<file path="src/rtl/shift_pkg.sv">
// shift_pkg: shared constants and state encoding for the multi-pass shift sequencer.
package shift_pkg;
    localparam int DATA_W   = 8;
    localparam int AMT_W    = 5;
    localparam int STEP_MAX = 7;
    localparam int PASS_W   = 3;

    typedef enum logic [1:0] {
        IDLE  = 2'd0,
        SHIFT = 2'd1,
        DONE  = 2'd2
    } state_t;
endpackage

</file>
<file path="src/rtl/shifter.sv">
// shifter: combinational 8-bit logical shifter, amount 0..7 given as s0 (MSB), s1, s2 (LSB).
module shifter
    import shift_pkg::*;
(
    input  logic [DATA_W-1:0] data_in,
    input  logic              s0,
    input  logic              s1,
    input  logic              s2,
    input  logic              left_direction,
    output logic [DATA_W-1:0] data_out
);
    logic [2:0] amt;
    assign amt      = {s0, s1, s2};
    assign data_out = left_direction ? data_in << amt : data_in >> amt;
endmodule

</file>
<file path="src/rtl/shift_sequencer.sv">
// shift_sequencer: splits a 0..31 logical shift into passes of at most 7 bits through one shifter.
module shift_sequencer
    import shift_pkg::*;
(
    input  logic              clk,
    input  logic              rst_n,
    input  logic              cmd_valid,
    output logic              cmd_ready,
    input  logic [DATA_W-1:0] cmd_data,
    input  logic [AMT_W-1:0]  cmd_amt,
    input  logic              cmd_left,
    output logic              res_valid,
    input  logic              res_ready,
    output logic [DATA_W-1:0] res_data,
    output logic [PASS_W-1:0] res_passes,
    output logic              busy
);
    state_t              state, state_nxt;
    logic [DATA_W-1:0]   data_q, sh_out;
    logic [AMT_W-1:0]    rem_q;
    logic                dir_q;
    logic [PASS_W-1:0]   pass_q;
    logic [2:0]          step;
    logic                last_pass;

    assign last_pass = rem_q <= AMT_W'(STEP_MAX);
    assign step      = last_pass ? rem_q[2:0] : 3'(STEP_MAX);

    shifter u_shifter (
        .data_in        (data_q),
        .s0             (step[2]),
        .s1             (step[1]),
        .s2             (step[0]),
        .left_direction (dir_q),
        .data_out       (sh_out)
    );

    always_ff @(posedge clk or negedge rst_n) begin
        if (!rst_n) begin
            state  <= IDLE;
            data_q <= '0;
            rem_q  <= '0;
            dir_q  <= 1'b0;
            pass_q <= '0;
        end else begin
            state <= state_nxt;
            if (state == IDLE && cmd_valid) begin
                data_q <= cmd_data;
                rem_q  <= cmd_amt;
                dir_q  <= cmd_left;
                pass_q <= '0;
            end else if (state == SHIFT) begin
                data_q <= sh_out;
                rem_q  <= rem_q - AMT_W'(step);
                pass_q <= pass_q + PASS_W'(1);
            end
        end
    end

    always_comb begin
        state_nxt = state;
        cmd_ready = (state == IDLE);
        res_valid = (state == DONE);
        busy      = (state != IDLE);
        case (state)
            IDLE:    if (cmd_valid) state_nxt = (cmd_amt == '0) ? DONE : SHIFT;
            SHIFT:   if (last_pass) state_nxt = DONE;
            DONE:    if (res_ready) state_nxt = IDLE;
            default: state_nxt = IDLE;
        endcase
    end

    assign res_data   = data_q;
    assign res_passes = pass_q;
endmodule

</file>
<file path="config.mk">
export PLATFORM = sky130hd
export DESIGN_NAME = shift_sequencer
export DESIGN_NICKNAME = d
export VERILOG_FILES = /design/src/rtl/shift_pkg.sv /design/src/rtl/shifter.sv /design/src/rtl/shift_sequencer.sv
export SDC_FILE = /design/constraint.sdc
export NUM_CORES = 1
export LEC_CHECK = 0
export ABC_CLOCK_PERIOD_IN_PS = 1700
export CAP_MARGIN = 10
export CORE_MARGIN = 10
export CORE_UTILIZATION = 47
export CTS_CLUSTER_SIZE = 28
export DETAILED_ROUTE_END_ITERATION = 12
export PLACE_DENSITY = 0.77
export SLEW_MARGIN = 20
export SYNTH_ARGS = -nofsm -noshare
export SYNTH_HDL_FRONTEND = slang
export SYNTH_SLANG_ARGS = --single-unit
</file>
<file path="constraint.sdc">
create_clock -name clk -period 1.7 [get_ports clk]
set_clock_uncertainty 0.15 [all_clocks]
set_input_delay 0.17 -clock clk [delete_from_list [all_inputs] [get_ports clk]]
set_output_delay 0.17 -clock clk [all_outputs]
set_load 0.05 [all_outputs]
</file>
== After elaboration in Yosys (flattened, before gate mapping) ==
Cells that the tools add are included.

* Register bits after elaboration: 19
* Bits in latches: 0
* Memory bits (writable): 0
* ROM bits: 0
* Bits of input ports: 18
* Output and inout bits: 14
* Word-level logic and storage cells: 34
* Memories: 0

* Add/sub/neg operators: 2
* $mul: 0
* Div/mod/pow operators: 0
* Order comparisons: 1
* Equality and inequality tests: 5
* Shifts and indexed selects: 2
* Mux-type cells: 13
* Bitwise gates (word level): 0
* Reductions and logical operators: 6

{| class="wikitable"
|+ Operators with widths
! operator !! count
|-
| two-way mux 8 bit || 3
|-
| two-way mux 5 bit || 2
|-
| two-way mux 3 bit || 3
|-
| two-way mux 2 bit || 4
|-
| left shift 8 x 3 -> 8 bit || 1
|-
| right shift 8 x 3 -> 8 bit || 1
|-
| one-hot mux 2 bit (3 select lines) || 1
|-
| less-or-equal comparator 5 x 3 -> 1 bit (second input constant) || 1
|-
| logical NOT 5 bit || 1
|-
| subtractor 5 x 3 -> 5 bit || 1
|-
| != test 2 bit (second input constant) || 2
|-
| nonzero test 2 bit || 2
|-
| adder 3 x 1 -> 3 bit (second input constant) || 1
|-
| AND reduction 3 bit || 1
|-
| == test 2 x 1 -> 1 bit (second input constant) || 1
|-
| == test 2 bit (second input constant) || 1
|-
| logical NOT 2 bit || 1
|-
| != test 2 x 1 -> 1 bit (second input constant) || 1
|-
| logical AND 1 bit || 1
|}

== Logic depth before layout (Yosys ltp) ==
* Depth after elaboration: 6
* Gate-level depth with buffers: 9
* Mapped depth without buffers: 7

== Hierarchy ==
From an unflattened synthesis, not the netlist that was laid out.

* Cell total of the unflattened synthesis: 187
* Area, all modules: 1537.7 um^2

{| class="wikitable"
|+ Modules (own cells, without submodules)
! module !! times used !! cells each !! area each (um^2) !! seq. area each (um^2)
|-
| shift_sequencer || 1 || 109 || 1037.2 || 475.5
|-
| shifter || 1 || 78 || 500.5 || 0.0
|}

== Worst setup path before layout ==
No wires, ideal clock.

* Path type: flip-flop to flip-flop
* Start point: reg state[1]
* End point: reg rem_q[2]
* Setup time: 124 ps
* Arrival time: 1941 ps
* Path slack: -515 ps
* Cell stages (with the launch flop): 7
* Path buffers: 1
* Period minus slack after synthesis: 2215 ps
* Cells stage by stage: dfrtp_1 -> nor2_1 -> and2_1 -> buf_2 -> nor2_1 -> o21ai_0 -> nand2_1

* Cells in the longest elaborated chain, start to end: 3
* Elaborated cells between the ends (all ways): 5
* Classes of those cells: eq/ne (1); mux (1); reduce/logical (3)

{| class="wikitable"
|+ RTL lines
! what !! line !! source
|-
| start, declared || shift_sequencer.sv:18 || <nowiki>state_t state, state_nxt;</nowiki>
|-
| start signal, assigned || shift_sequencer.sv:46 || <nowiki>state <= state_nxt;</nowiki>
|-
| logical NOT 2 bit (*) || n/a ||
|-
| via cmd_ready || shift_sequencer.sv:8 || <nowiki>output logic cmd_ready,</nowiki>
|-
| logical AND 1 bit (*) || shift_sequencer.sv:47 || <nowiki>if (state == IDLE && cmd_valid) begin</nowiki>
|-
| two-way mux 5 bit / nonzero test 2 bit (equally long branches) || n/a ||
|-
| end signal, assigned || shift_sequencer.sv:49 || <nowiki>rem_q <= cmd_amt;</nowiki>
|-
| end signal, assigned || shift_sequencer.sv:54 || <nowiki>rem_q <= rem_q - AMT_W'(step);</nowiki>
|-
| end, declared || shift_sequencer.sv:20 || <nowiki>logic [AMT_W-1:0] rem_q;</nowiki>
|}

The timed path passes the listed nets; every way through them passes the cells marked *.
A chain may end at the register's enable or synchronous reset.

== Worst setup path after layout ==
* Start point: reg rem_q[3]
* End point: reg data_q[3] (netlist: res_data[3])

* Cells in the longest elaborated chain, start to end: 6
* Elaborated cells between the ends (all ways): 7
* Classes of those cells: order compare (1); shift (2); mux (4)

{| class="wikitable"
|+ RTL lines
! what !! line !! source
|-
| less-or-equal comparator 5 x 3 -> 1 bit (*) || shift_sequencer.sv:26 || <nowiki>assign last_pass = rem_q <= AMT_W'(STEP_MAX);</nowiki>
|-
| two-way mux 3 bit (*) || shift_sequencer.sv:27 || <nowiki>assign step = last_pass ? rem_q[2:0] : 3'(STEP_MAX);</nowiki>
|-
| right shift 8 x 3 -> 8 bit / left shift 8 x 3 -> 8 bit (equally long branches) || shifter.sv:14 || <nowiki>assign data_out = left_direction ? data_in << amt : data_in >> amt;</nowiki>
|-
| two-way mux 8 bit (*) || shifter.sv:14 ||
|-
| two-way mux 8 bit (*) || shift_sequencer.sv:52 || <nowiki>end else if (state == SHIFT) begin</nowiki>
|-
| two-way mux 8 bit (*) || shift_sequencer.sv:47 ||
|-
| end signal, assigned || shift_sequencer.sv:48 || <nowiki>data_q <= cmd_data;</nowiki>
|-
| end signal, assigned || shift_sequencer.sv:53 || <nowiki>data_q <= sh_out;</nowiki>
|-
| end, declared || shift_sequencer.sv:19 || <nowiki>logic [DATA_W-1:0] data_q, sh_out;</nowiki>
|}

Every way passes the cells marked *; elsewhere a longest branch is shown, timed or not. The select of a mux whose other input is x is not followed.

==> run metrics <==
status finished, violations left; clock buffer depth 2; FFs w/ async S/R, synth 100%; pre-CTS WS -0.104 ns; worst-path cell chain buf_8 > nor4_1 > o21ai_1 > a22oi_1 > or4_1 > a21oi_2; gpl congestion about 1.1; nets about 320; Synth cell types 50; vias 2217; die width between 70 and 80 um; Fill cells 221; Pre-antenna DRT Iters 5; WL/cell between 15 and 20 um; Detailed Place HPWL 4.38 mm; core area 3340 um2; CTS Buf Count 3; root buffer cell clkbuf_4; fin. max-slew vios 0; Area after DPL approximately 2300 um2; number of I/O pins 32; Area Overhead vs Synth 63.6%; critical path data required time 1.81 ns; Starting Density 48.6%; ranking of synthesized cells by area dfrtp_1, nand2_1, o21ai_0; period utilization 110%; Final ANT Viol Nets 0; RSZ-0062 raised after global routing true; Achievable Freq between 0.5 and 0.6 GHz; Final Hold Vio Count 0; die area between 6000 and 7000 um2; Mapped Avg Cell Area between 7 and 8 um2; CP arrival 1.98 ns; Post-synth EDFFs 0; global-route wire length before repair approximately 10 mm; Hold WC Path Type in -> async; DR iter-0 viols roughly 320; Yosys top cell by area dfrtp_1; # diodes 0; buffer and inverter count on the worst path 1; reg2reg end res_data[3]; CP top delay family flip-flops; worst slew pin tran about 0.35 ns; port bufs 31; Slew HR about three quarters; PD cells roughly 2500 nW/um2; TritonCTS clock tree done; Synth Register Bits 19; Clk pin slew, worst setup/hold paths approximately 0.13 ns; initial antenna violation count 0; Die Y-Extent 78.7 um; Critical Path Source Type register; failing checks setup timing; Reg2Reg Setup Slack -0.16 ns; Setup Viol. Count Final 11; Clock Latency Late Sink 0.32 ns; crit end category register; critical path fanouts, max 8; post-route cell area 2650 um2; CTS HTree Levels 1; Worst R2R Start rem_q[3]; Crit path largest cell delay between 0.5 and 0.6 ns; yosys warns 0; slowest stage cell, crit path dfrtp_2; Leak Pwr between 1 and 1.5 nW; GRT Total Usage 20.7%; Remaining DRCs 0; number of clock sinks 19; final wirelength about 7 mm; Via density approximately 6.4; Synth top area share between 20 and 30%; Top FF cell, synth dfrtp_1; Reg2Reg Depth 6; post-route minimum period about 1.9 ns; post-synth net total 239; post-synthesis instance area approximately 1600 um2; FP Rows 21; Max Cap Violations 0; vias in the first global route roughly 2100; ratio of cells with drive above 1 in the final layout between 40% and 50%; peak supply drop about 1800 uV; setup ws final -0.164 ns; WS Path Type reg -> reg; Seq/Total Area, Yosys 29.3%; largest net degree at the start of global routing 20; post-synthesis cell count 219; GRT overflow 0
## per-stage QoR
stage / cells / power (mW) / TNS, ns / util, % / hold WS [ns]
after global routing: 346 / 7.01 / -1.39 / 79.5 / 0.0205
final: 346 / 6.68 / -0.766 / 79.5 / 0.0134
after global placement: 326 / 5.27 / -0.652 / 69.1 / 0.366
after detailed placement: 326 / 5.27 / -0.729 / 69.1 / 0.378
after floorplan: 219 / 3.55 / -0.0331 / - / -0.276
after CTS: 340 / 6.09 / -0.247 / 75.9 / 0.0254
## logic make-up (layout without fill, tap and decap cells)
| group | count (synthesis) | in the layout | share of synthesized area [%] |
|---|---|---|---|
| simple gates | 95 | 95 | 29.5 |
| compound gates | 75 | 75 | 30.5 |
| buf+inv | 24 | 105 | 6.79 |
| flops | 19 | 19 | 29.3 |
| mux | 3 | 3 | 1.85 |
| fa+ha+maj | 2 | 2 | 1.54 |
| xor+xnor | 1 | 1 | 0.540 |
## what timing repair did
action	4_1_cts	5_1_grt
pin swaps	7	16
setup buffers	9	7
gates resized for setup	31	21
setup endpoints to repair	13	14
hold buffers	0	0
cloned	1	0
## synth_stat cells, types with 5 or more instances
cell,instances
nand2b_1,5
nand3_1,9
dfrtp_1,19
nor2_1,20
a21oi_1,11
clkbuf_1,12
o21ai_0,17
or3_1,5
a31oi_1,8
nand2_1,31
nor2b_1,5
o22ai_1,8
## area by class of cell
| type | instances | area, um2 | share of cell area, % |
|---|---|---|---|
| repair buffers | 97 | 883 | 33.3 |
| well taps | 46 | 57.6 | 2.17 |
| clock buffers | 3 | 22.5 | 0.849 |
| inverters | 4 | 15.0 | 0.566 |
| flip-flops and latches | 19 | 490 | 18.5 |
| clock inverters | 1 | 5.00 | 0.189 |
| multi-input cells | 176 | 1180 | 44.4 |
## report_power, final
| part | internal (mW) | switching (mW) | leakage (nW) |
|---|---|---|---|
| Combinational | 2.42 | 2.82 | 0.892 |
| Clock | 0.0882 | 0.171 | 0.0177 |
| Sequential | 0.707 | 0.482 | 0.220 |
| Total | 3.21 | 3.47 | 1.13 |
## registers in the layout, indices dropped and copies added (netlist names)
| signal | cells |
|---|---|
| res_data | 8 |
| dir_q | 1 |
| res_passes | 3 |
| state | 2 |
| rem_q | 5 |
## per-layer routing
metal	share of wire, %	up-vias	track usage (%)	routed length, um
met4	4.6	0	11.5	316
met3	11	42	4.95	786
met1	40	1018	25.9	2730
met5	0	-	0	0
li1	-	976	-	-
met2	44	181	32.2	3070
## cells in the final DEF, fill, tap and decap left out, types with 4 or more instances in the layout
| master | Yosys | final |
|---|---|---|
| nor2b_1 | 5 | 5 |
| nor2_1 | 20 | 15 |
| buf_12 | 0 | 5 |
| o21ai_0 | 17 | 10 |
| a21oi_2 | 0 | 4 |
| nand3_1 | 9 | 8 |
| a21oi_1 | 11 | 7 |
| o22a_1 | 4 | 4 |
| nand2b_1 | 5 | 5 |
| o21ai_1 | 1 | 7 |
| clkdlybuf4s50_1 | 0 | 17 |
| a31oi_1 | 8 | 7 |
| o22ai_1 | 8 | 8 |
| dfrtp_2 | 0 | 12 |
| dfrtp_1 | 19 | 7 |
| buf_4 | 2 | 67 |
| nand2_1 | 31 | 29 |
| buf_6 | 1 | 6 |
## worst max path at each step
stage	endpoint	depth (start not counted)	slack, ns	startpoint
floorplan	res_data[1]	6	-0.03	rem_q[2]
finish	res_data[3]	6	-0.16	rem_q[3]
global placement	rem_q[4]	7	-0.1	rem_q[4]
global route	res_data[3]	6	-0.23	rem_q[3]
CTS	res_data[3]	6	-0.06	rem_q[4]
detailed placement	res_data[2]	6	-0.10	rem_q[4]
Power figures use the tool's default switching activity.
